## config.mk

```make
export PLATFORM = sky130hd
export DESIGN_NAME = wb_bus_arbiter
export DESIGN_NICKNAME = d
export VERILOG_FILES = /design/src/rtl/wb_bus_arbiter.sv
export SDC_FILE = /design/constraint.sdc
export NUM_CORES = 1
export LEC_CHECK = 0
export ABC_AREA = 1
export CAP_MARGIN = 20
export CORE_AREA = 5 5 71 73
export CTS_CLUSTER_SIZE = 12
export DETAILED_ROUTE_END_ITERATION = 8
export DIE_AREA = 0 0 76 78
export GPL_TIMING_DRIVEN = 0
export PLACE_DENSITY = 0.95
export SLEW_MARGIN = 15
export SYNTH_ARGS = -nofsm -noshare
export SYNTH_HDL_FRONTEND = slang
export SYNTH_SLANG_ARGS = --single-unit
```

## constraint.sdc

```tcl
create_clock -name mclkp -period 2.6 [get_ports mclkp]
set_input_delay 0.52 -clock mclkp [delete_from_list [all_inputs] [get_ports mclkp]]
set_output_delay 0.52 -clock mclkp [all_outputs]
set_load 0.01 [all_outputs]
```

## src/rtl/wb_bus_arbiter.sv

```systemverilog
// Two-master Wishbone arbiter and wait-state sequencer for the shared 16-bit
// system bus. Master 0 is the vm1 CPU, master 1 the serial loader / VRAM DMA.
// Ownership is round-robin without preemption; the owner is muxed onto the
// slave bus and acked either from a wait-state counter (RAM/VRAM/UART) or
// from the slave itself, with a timeout that forces termination.
module wb_bus_arbiter #(
    parameter int unsigned RD_WS = 2,
    parameter int unsigned WR_WS = 0,
    parameter int unsigned TMO   = 15
) (
    input  logic        mclkp,
    input  logic        RST,

    input  logic [15:0] m0_adr,
    input  logic [15:0] m0_dat_o,
    input  logic        m0_we,
    input  logic [1:0]  m0_sel,
    input  logic        m0_cyc,
    input  logic        m0_stb,
    output logic        m0_gnt,
    output logic        m0_ack,
    output logic        m0_err,

    input  logic [15:0] m1_adr,
    input  logic [15:0] m1_dat_o,
    input  logic        m1_we,
    input  logic [1:0]  m1_sel,
    input  logic        m1_cyc,
    input  logic        m1_stb,
    output logic        m1_gnt,
    output logic        m1_ack,
    output logic        m1_err,

    output logic [15:0] m_dat_i,

    output logic [15:0] s_adr,
    output logic [15:0] s_dat_o,
    output logic        s_we,
    output logic [1:0]  s_sel,
    output logic        s_cyc,
    output logic        s_stb,
    input  logic [15:0] s_dat_i,
    input  logic        s_self,
    input  logic        s_ack_i
);

    localparam int unsigned MAX_RW = (RD_WS > WR_WS) ? RD_WS : WR_WS;
    localparam int unsigned MAX_WS = (MAX_RW > TMO) ? MAX_RW : TMO;
    localparam int unsigned CW     = (MAX_WS < 1) ? 1 : $clog2(MAX_WS + 1);

    localparam logic [CW-1:0] RD_CNT  = CW'(RD_WS);
    localparam logic [CW-1:0] WR_CNT  = CW'(WR_WS);
    localparam logic [CW-1:0] TMO_CNT = CW'(TMO);
    localparam logic [CW-1:0] MAX_CNT = CW'(MAX_WS);

    typedef enum logic [1:0] {
        IDLE = 2'd0,
        OWN0 = 2'd1,
        OWN1 = 2'd2
    } state_t;

    state_t        state;
    state_t        state_nxt;
    logic          last_owner;
    logic          last_owner_nxt;
    logic [CW-1:0] ws_cnt;

    logic          owner1;
    logic          own_cyc;
    logic          own_stb;
    logic          ack;
    logic          timeout;

    // Next-state: round-robin on ties from IDLE, direct handover on release.
    always_comb begin
        state_nxt      = state;
        last_owner_nxt = last_owner;
        case (state)
            IDLE: begin
                if (m0_cyc && m1_cyc) begin
                    state_nxt = last_owner ? OWN0 : OWN1;
                end else if (m0_cyc) begin
                    state_nxt = OWN0;
                end else if (m1_cyc) begin
                    state_nxt = OWN1;
                end
            end
            OWN0: begin
                if (!m0_cyc) begin
                    state_nxt      = m1_cyc ? OWN1 : IDLE;
                    last_owner_nxt = 1'b0;
                end
            end
            OWN1: begin
                if (!m1_cyc) begin
                    state_nxt      = m0_cyc ? OWN0 : IDLE;
                    last_owner_nxt = 1'b1;
                end
            end
            default: begin
                state_nxt = IDLE;
            end
        endcase
    end

    // State and round-robin history registers.
    always_ff @(posedge mclkp) begin
        if (RST) begin
            state      <= IDLE;
            last_owner <= 1'b1;
        end else begin
            state      <= state_nxt;
            last_owner <= last_owner_nxt;
        end
    end

    // Owner mux onto the slave bus; M0 is the default source when idle.
    always_comb begin
        m0_gnt  = (state == OWN0);
        m1_gnt  = (state == OWN1);
        owner1  = m1_gnt;
        s_adr   = owner1 ? m1_adr   : m0_adr;
        s_dat_o = owner1 ? m1_dat_o : m0_dat_o;
        s_we    = owner1 ? m1_we    : m0_we;
        s_sel   = owner1 ? m1_sel   : m0_sel;
        own_cyc = owner1 ? m1_cyc   : m0_cyc;
        own_stb = owner1 ? m1_stb   : m0_stb;
        s_cyc   = own_cyc & (m0_gnt | m1_gnt);
        s_stb   = own_stb & (m0_gnt | m1_gnt);
    end

    // Ack generation from the wait-state counter or the self-acking slave.
    always_comb begin
        timeout = 1'b0;
        ack     = 1'b0;
        if (s_stb) begin
            if (s_self) begin
                timeout = !s_ack_i && (ws_cnt == TMO_CNT);
                ack     = s_ack_i || (ws_cnt == TMO_CNT);
            end else if (s_we) begin
                ack = (ws_cnt == WR_CNT);
            end else begin
                ack = (ws_cnt == RD_CNT);
            end
        end
        m0_ack  = ack & m0_gnt;
        m1_ack  = ack & m1_gnt;
        m0_err  = timeout & m0_gnt;
        m1_err  = timeout & m1_gnt;
        m_dat_i = timeout ? '0 : s_dat_i;
    end

    // Wait-state counter: runs while a granted strobe is pending; saturating
    // so a mid-transfer change of s_we/s_self can never wrap it.
    always_ff @(posedge mclkp) begin
        if (RST) begin
            ws_cnt <= '0;
        end else if (ack || !s_stb || (state_nxt != state)) begin
            ws_cnt <= '0;
        end else if (ws_cnt != MAX_CNT) begin
            ws_cnt <= ws_cnt + 1'b1;
        end
    end

endmodule
```

* Word level (Yosys, flattened, before mapping)
Index checks and enable logic that the tools add are counted.
** Storage, ports and cells
- Register bits after elaboration :: 7
- Bits of input ports :: 94
** Cells by class
- Add/subtract/negate cells :: 1
- Equal/unequal tests :: 8
- Multiplexer cells :: 24
- Bitwise logic cells :: 7
- Reduce and logical (&&, ||, !) cells :: 12
** Operator list (number)
- 16-bit two-way mux :: 3
- 2-bit two-way mux :: 8
- 1-bit two-way mux :: 11
- 1-bit bitwise AND :: 6
- 2-bit case mux with 3 select lines :: 1
- 4-bit by 1-bit adder with 4-bit output, second input constant :: 1
- 4-bit by 2-bit == test with 1-bit output, second input constant :: 1
- 4-bit == test, second input constant :: 1
- 4-bit zero test :: 1
- 2-bit != test, second input constant :: 2
- 4-bit != test, second input constant :: 1
- 1-bit logical OR :: 3
- 3-bit AND reduction :: 1
- 2-bit by 1-bit == test with 1-bit output, second input constant :: 1
- 2-bit == test, second input constant :: 1
- 1-bit logical AND :: 2
- 1-bit zero test :: 2
- 2-bit zero test :: 1
- 2-bit != test :: 1
- 1-bit case mux with 2 select lines :: 1
- 2-bit nonzero test :: 1
- 2-bit OR reduction :: 1
- 1-bit bitwise OR :: 1

* Depth between registers and ports, before layout
Gate-level depths: netlist (run 1).
- Depth after elaboration :: 8
- Depth in mapped cells :: 13
- Mapped depth without buffers :: 12

* Worst setup path after synthesis (run 1)
No wires, ideal clock.
- Kind :: register to output
- Start point :: reg state[0]
- End point :: out m_dat_i[10]
- Data arrival time :: 1.593 ns
- Data required time :: 2.080 ns
- Setup slack :: 0.487 ns
- Stages on the path, launching flop included :: 10
- Buffers on the path :: 1
- Path through :: dfxtp_1 inv_1 ha_1 inv_1 nor2_1 nor2_2 nand3b_1 inv_2 buf_4 nor2_1
** On the way
- Cells in the longest elaborated chain, start to end :: 5
** RTL lines
- start, declared :: RTL line 62 : state_t state;
- start signal, assigned :: RTL line 112 : state <= state_nxt;
- 2-bit == test * :: RTL line 120 : m1_gnt = (state == OWN1);
- named net m1_gnt :: RTL line 30 : output logic m1_gnt,
- 1-bit two-way mux or 1-bit bitwise OR (tied branches) :: RTL line 127, 129
- 1-bit bitwise AND * :: RTL line 129 : s_stb = own_stb & (m0_gnt | m1_gnt);
- named net s_stb :: RTL line 41 : output logic s_stb,
- 1-bit two-way mux * :: RTL line 136 : if (s_stb) begin
- 16-bit two-way mux * :: RTL line 150 : m_dat_i = timeout ? '0 : s_dat_i;
- end, declared :: RTL line 34 : output logic [15:0] m_dat_i,
The timed path passes the listed nets; every way through them passes the cells marked *.

* Worst setup path after layout (run 1)
- Start point :: in m1_stb
- End point :: out m0_err
** On the way
- Cells in the longest elaborated chain, start to end :: 4
** RTL lines
- start, declared :: RTL line 29 : input logic m1_stb,
- 1-bit two-way mux :: RTL line 127 : own_stb = owner1 ? m1_stb : m0_stb;
- 1-bit bitwise AND :: RTL line 129
- 1-bit two-way mux :: RTL line 136
- 1-bit bitwise AND :: RTL line 148 : m0_err = timeout & m0_gnt;
- end, declared :: RTL line 22 : output logic m0_err,
No other way between the ends.

==> results.md, run 1 <==
* Outcome: finished clean
* Largest net degree at the start of global routing at 11
* Hold Path Depth at 2
* Final Worst Setup Slack at 0.0248 ns
* Grt total ovfl at 0
* Smallest hold slack at between 0.5 and 0.6 ns
* Vias after detailed routing at approximately 2100
* ANT cells at 0
* Crit path max fanout at 2
* EDFF count, synth at 0
* HP Class: reg2reg
* Share of the synthesized area in the top cell type at 0.418
* VDD IR-drop max at ~0.15 mV
* CTS H-Tree Depth at 1
* P per Cell Area at around 300 nW/um^2
* Synth warn at 0
* FF-to-FF End: ws_cnt[3]$_SDFFE_PP0P_
* CTS sink cnt at 7
* Seq cells post-synth at 7
* Pre-CTS WS at -0.291 ns
* Pre-Repair DR Iteration Count at 4
* CP endpoint kind: output pin
* Vias/cell at ~4.6
* Worst Path Required at around 2.1 ns
* Layout Skew at roughly 0.0013 ns
* Area contributors post-synth: nand2_1, dfxtp_1, nor2_1, inv_1, ha_1
* Final hold violation count at 0
* Final setup fails at 0
* Critical path arrival at roughly 2 ns
* R2r setup slk at between 0.9 and 1 ns
* Post-synthesis sequential area ratio at 0.120
* Synth unique cells at 21
* Layout cells sized above 1 at 0.0866
* Initial Utilization at 0.272
* CP max-delay cell: clkdlybuf4s50_1
* Clock Latency Late Sink at around 0.23 ns
* Die H at roughly 80 um
* Post-Syn Area at approximately 1200 um^2
* Max incr delay on CP at around 0.5 ns
* CP Cell Sequence: clkdlybuf4s50_1, nor2_2, nor2_2, nand3b_1, buf_4, buf_4, nor2_1, dlygate4sd2_1
* Highest Clock Rate at approximately 390 MHz
* Min Tclk post-route at 2.58 ns
* Kind of critical path: in2out
* Detail Route Antenna Nets at 0
* Hold Crit Endpoint: last_owner$_SDFFE_PP1P_
* Layout Nets at between 500 and 600
* DR WL/cell at around 14 um
* Leak at around 0.0015 uW
* Worst R2R Start: state[1]$_SDFF_PP0_
* Hold path start: last_owner$_SDFFE_PP1P_
* Cells after synthesis at 244
* Root Buffer: clkbuf_8
* Synth-to-Final Area Change at 149%
* Syn Area/Cell at 4.79 um^2
* Die area at 5930 um^2
* Worst-Margin Slew at ~0.26 ns
* # rows at 24
* Global-route wire length before repair at 9160 um
* Clk buf depth at 2
* Final Util at 0.677
* Port Buffers at between 150 and 200
* Synth area leader: nand2_1
* Post-synth top flop: dfxtp_1
* Placer Congestion at approximately 0.85
* DRC viols at 0
* Clk slew on worst S/H paths at ~0.040 ns
* Synth top cells by count: nand2_1, nor2_1, inv_1, nand3_1
* Syn Nets at between 300 and 400
* Initial DRC Count at 96
* # Max-Cap Violations at 0
* Final Max Slew Viols at 0
* DP HPWL at approximately 5000 um
* Synth async-reset ratio at 0
* CTS buffer count at 3
* TritonCTS clock tree: built
* Core box area at approximately 4300 um^2
* Max-slew headroom at 0.829
* Die width at 76 um
* Period utilisation layout at 0.990
* Worst setup SP type: input port
* Initial antenna violation count at 0
* Top-count cell post-synth: nand2_1
* Num ports at approximately 150
* Total GRT Usage at 0.186
* Reg2reg path depth at 11
* Drt total wl at around 6200 um
* Hold_buf cts at 0
* Vias in the first global route at 1962
stage by stage:
step,instances,setup TNS (ns),power (uW),instance area (um^2)
floorplan,244,0,331,1170
global placement,448,-7.29,674,2760
detailed placement,448,-7.92,685,2760
CTS,455,-1.54,856,2830
global route,456,-0.0330,927,2910
finish,456,0,869,2910
power breakdown:
group          switching [uW]  internal, uW
combinational             245           339
sequential               8.06           113
clock                    56.4           107
metal layers:
metal | GRT usage | share of wire | vias to the layer above
met5 | 0 | 0 | -
met4 | 0.0605 | 0.022 | 0
met3 | 0.0486 | 0.094 | 17
met2 | 0.372 | 0.53 | 135
met1 | 0.182 | 0.35 | 898
li1 | - | - | 1040
cell type report:
| cell class | instances | area [um^2] |
|---|---|---|
| buffer | 9 | 65.1 |
| clock buffer | 4 | 45.0 |
| fill | 327 | 1390 |
| inverter | 31 | 116 |
| multi-input combinational | 197 | 896 |
| sequential | 7 | 148 |
| tap | 52 | 65.1 |
| timing repair buffer | 156 | 1570 |
sequential cells by signal (all words and copies together), names as in the netlist:
name	count
last_owner	1
ws_cnt	4
state	2
critical path, delay by kind of cell:
family                 cells  cell delay (ns)
buffers and inverters      4             1.09
AND/OR/NAND/NOR            4             0.45
how the worst max path moves through the flow:
stage | endpoint | from
after floorplan | m_dat_i[10] | state[0]$_SDFF_PP0_
after global placement | s_dat_o[5] | state[0]$_SDFF_PP0_
after detailed placement | s_adr[14] | state[0]$_SDFF_PP0_
after CTS | m_dat_i[14] | state[0]$_SDFF_PP0_
after global routing | s_dat_o[11] | state[0]$_SDFF_PP0_
final | m0_err | m1_stb
cell usage in the layout (no fill, tap or decap):
cell / synthesis / routed
nand3_1: 9 / 9
ha_4: 0 / 2
buf_6: 1 / 2
o21ai_0: 4 / 3
inv_2: 3 / 5
a21boi_0: 1 / 1
nor2_1: 31 / 30
clkbuf_2: 0 / 3
o21ai_2: 0 / 1
a21oi_1: 4 / 4
dlygate4sd2_1: 0 / 10
nand2_1: 130 / 130
buf_2: 2 / 1
dfxtp_4: 0 / 2
clkdlybuf4s50_1: 0 / 129
nand4_1: 1 / 1
dfxtp_1: 7 / 5
nand3b_1: 1 / 1
nor2_2: 1 / 2
clkbuf_1: 5 / 1
inv_1: 28 / 26
buf_4: 1 / 7
nand2_2: 4 / 4
or2_2: 1 / 1
xor2_1: 1 / 1
dlymetal6s2s_1: 0 / 13
nand3_2: 2 / 2
clkbuf_8: 0 / 3
ha_1: 7 / 5
timing repair:
action	CTS	global route
gates resized for setup	22	25
endpoints found under the setup margin	55	47
gates cloned	0	0
endpoints found under the hold margin	0	0
buffers inserted	3	1
kinds of logic after synthesis:
logic type               Yosys count  synth area share
adder cells (fa/ha/maj)            7            0.0749
AO/OA/AOI/OAI                      9            0.0407
XOR/XNOR                           1           0.00750
buffers and inverters             40             0.140
flip-flops                         7             0.120
AND/OR/NAND/NOR                  180             0.617
(Power assumes the default switching activity.)
==> inputs of run 2 (changes only) <==
Settings changed: CORE_AREA 5 5 71 73 to 5 5 74 76, DIE_AREA 0 0 76 78 to 0 0 79 81, PLACE_DENSITY 0.95 to 0.89.
Clock period 2.6 ns to 2.7 ns, I/O delays scaled along.
==> results.md, run 2 (synthesis gave the netlist of run 1 again) <==
* Met1 usage at 0.182 (about the same)
* Reg2reg path depth at 12 (was 11)
* Layout Skew at 0.00621 ns (was 0.00133 ns)
* CTS H-Tree Depth at 1 (unchanged)
* Min Tclk post-route at between 2 and 3 ns
* Final hold violation count at 0 (unchanged)
* Leak at 0.00145 uW (was 0.00154 uW)
* Die H at 81 um (was 78 um)
* Kind of critical path: reg2out (was in2out)
* Max-slew headroom at 0.833 (was 0.829)
* Vias after detailed routing at 2020 (was 2090)
* Highest Clock Rate at just under 400 MHz
* Vias in the first global route at 2012 (was 1962)
* Pre-Repair DR Iteration Count at 4 (unchanged)
* Layout Nets at 504 (was 506)
* Crit path max fanout at 10 (was 2)
* VDD IR-drop max at 0.117 mV (was 0.150 mV)
* Clock Latency Late Sink at 0.23 ns (about the same)
* Clk slew on worst S/H paths at 0.04 ns (about the same)
* Routing usage on met3 at 0.0521 (was 0.0486)
* Root Buffer: clkbuf_8 (unchanged)
* Die width at 79 um (was 76 um)
* Grt total ovfl at 0 (unchanged)
* Outcome: finished clean (unchanged)
* Placer Congestion at 0.772 (was 0.853)
* ANT cells at 0 (unchanged)
* FILL cells at 424 (was 327)
* Initial DRC Count at 54 (was 96)
* Layout cells sized above 1 at 0.0721 (was 0.0866)
* TritonCTS clock tree: built (unchanged)
* Worst Path Required at 2.16 ns (was 2.08 ns)
* Drt total wl at 5920 um (was 6230 um)
* Layer with the highest usage: met2 (unchanged)
* Critical path endpoint: s_dat_o[14] (was m0_err)
* P per Cell Area at 287 nW/um^2 (was 299 nW/um^2)
* CTS buffer count at 3 (unchanged)
* Total power draw at 809 uW (was 869 uW)
* Vias/cell at 4.43 (was 4.58)
* Synth-to-Final Area Change at 142% (was 149%)
* Largest register FFs at 4 (unchanged)
* Largest net degree at the start of global routing at 11 (unchanged)
* Most frequent cells in the layout: clkdlybuf4s50_1, nand2_1, nor2_1 (was nand2_1, clkdlybuf4s50_1, nor2_1)
* Register area at 143 um^2 (was 148 um^2)
* Core box area at 4660 um^2 (was 4290 um^2)
* # rows at 25 (was 24)
* Initial Utilization at 0.251 (was 0.272)
* Final setup fails at 0 (unchanged)
* Period utilisation layout at 0.948
* Final instance area at 2820 um^2 (was 2910 um^2)
* # Max-Cap Violations at 0 (unchanged)
* Worst setup SP type: register (was input port)
* Final Worst Setup Slack at 0.141 ns (was 0.0248 ns)
* DP HPWL at 5130 um (was 4980 um)
* RSZ-0062 raised after global routing: no
* Most common cell after layout, fill and taps aside: clkdlybuf4s50_1 (was nand2_1)
* Initial antenna violation count at 0 (unchanged)
* Final Max Slew Viols at 0 (unchanged)
* Regs by FF count: ws_cnt: 4 flops, state: 2 flops, last_owner: 1 flops (unchanged)
* Top reg by flops: ws_cnt (unchanged)
* Critical path arrival at 2.02 ns (was 2.06 ns)
* Total GRT Usage at 0.175 (was 0.186)
* FF-to-FF End: ws_cnt[2]$_SDFFE_PP0P_ (was ws_cnt[3]$_SDFFE_PP0P_)
* Met2 Use GR at 0.341 (was 0.372)
* CTS sink cnt at 7 (unchanged)
* Detail Route Antenna Nets at 0 (unchanged)
* DRC viols at 0 (unchanged)
* R2r setup slk at 1.05 ns (was 0.92 ns)
* CP endpoint kind: output pin (unchanged)
* Worst-Margin Slew at 0.250 ns (was 0.256 ns)
* Area of the multi-input gates at 867 um^2 (was 896 um^2)
* Global-route wire length before repair at 9010 um (was 9160 um)
* Num ports at 153 (unchanged)
* Port Buffers at 152 (unchanged)
* Worst R2R Start: state[0]$_SDFF_PP0_ (was state[1]$_SDFF_PP0_)
* Pre-CTS WS at -0.199 ns (was -0.291 ns)
* Clk buf depth at 2 (unchanged)
* DR WL/cell at 13.0 um (was 13.7 um)
* Hold_buf cts at 0 (unchanged)
* HP Class: reg2reg (unchanged)
* Crit path from: state[0]$_SDFF_PP0_ (was m1_stb)
* Die area at 6400 um^2 (was 5930 um^2)
* DP Area at 2760 um^2 (about the same)
run 2: cell types whose count changed in the layout (fill, tap and decap cells not counted), sizes merged:
| cell | before | now |
|---|---|---|
| dlymetal6s2s | 13 | 2 |
| clkbuf | 7 | 8 |
| dlygate4sd2 | 10 | 18 |
| clkdlybuf4s50 | 129 | 132 |
| buf | 10 | 7 |
run 2: cell type report:
class	instances	share of cell area
clock buffers	4	0.0160
well taps	54	0.0239
flip-flops and latches	7	0.0505
inverters	31	0.0412
repair buffers	154	0.538
plain buffers	9	0.0230
multi-input cells	197	0.307
run 2: layer usage:
metal  vias to the layer above  share of wire
met3                         6           0.11
li1                       1039              -
met5                         -              0
met1                       873           0.38
met2                       102           0.50
met4                         0          0.011
run 2: worst max-delay path, stage by stage, from the launching register on:
cell and delay [ns]:
dfxtp_2 0.35, inv_1 0.10, ha_2 0.23, buf_6 0.16, clkbuf_2 0.21, nand2_1 0.07
nand2_1 0.09, clkdlybuf4s50_1 0.58
run 2: through the flow:
step	utilization	hold slack (ns)	instances	setup TNS [ns]
2_1_floorplan	-	0.457	244	0
3_3_place_gp	0.592	0.488	450	-3.50
3_5_place_dp	0.592	0.509	450	-4.08
4_1_cts	0.603	0.515	456	0
5_1_grt	0.606	0.576	456	0
6_report	0.606	0.523	456	0
run 2: power by group:
group	internal [uW]	switching (uW)	total, uW
registers	110	7.50	117
logic	317	229	546
clock network	102	43.9	146
total	528	281	809
run 2: what timing repair did:
item | 4_1_cts | 5_1_grt
endpoints found under the setup margin | 55 | 24
pin swaps | 2 | 0
gates resized for setup | 30 | 5
buffers inserted | 2 | 0
run 2: worst min path at each step:
stage / startpoint / end / slack [ns] / cells after the start
final: last_owner$_SDFFE_PP1P_ / last_owner$_SDFFE_PP1P_ / 0.52 / 2
after CTS: last_owner$_SDFFE_PP1P_ / last_owner$_SDFFE_PP1P_ / 0.52 / 2
after detailed placement: last_owner$_SDFFE_PP1P_ / last_owner$_SDFFE_PP1P_ / 0.51 / 2
after global placement: last_owner$_SDFFE_PP1P_ / last_owner$_SDFFE_PP1P_ / 0.49 / 2
after floorplan: last_owner$_SDFFE_PP1P_ / last_owner$_SDFFE_PP1P_ / 0.46 / 2
after global routing: last_owner$_SDFFE_PP1P_ / last_owner$_SDFFE_PP1P_ / 0.58 / 2
==> inputs of run 3 (changes only) <==
Settings changed: SKIP_LAST_GASP set to 1.
==> results of run 3 <==
Final layout, timing and power as in run 2 (identical DEF).
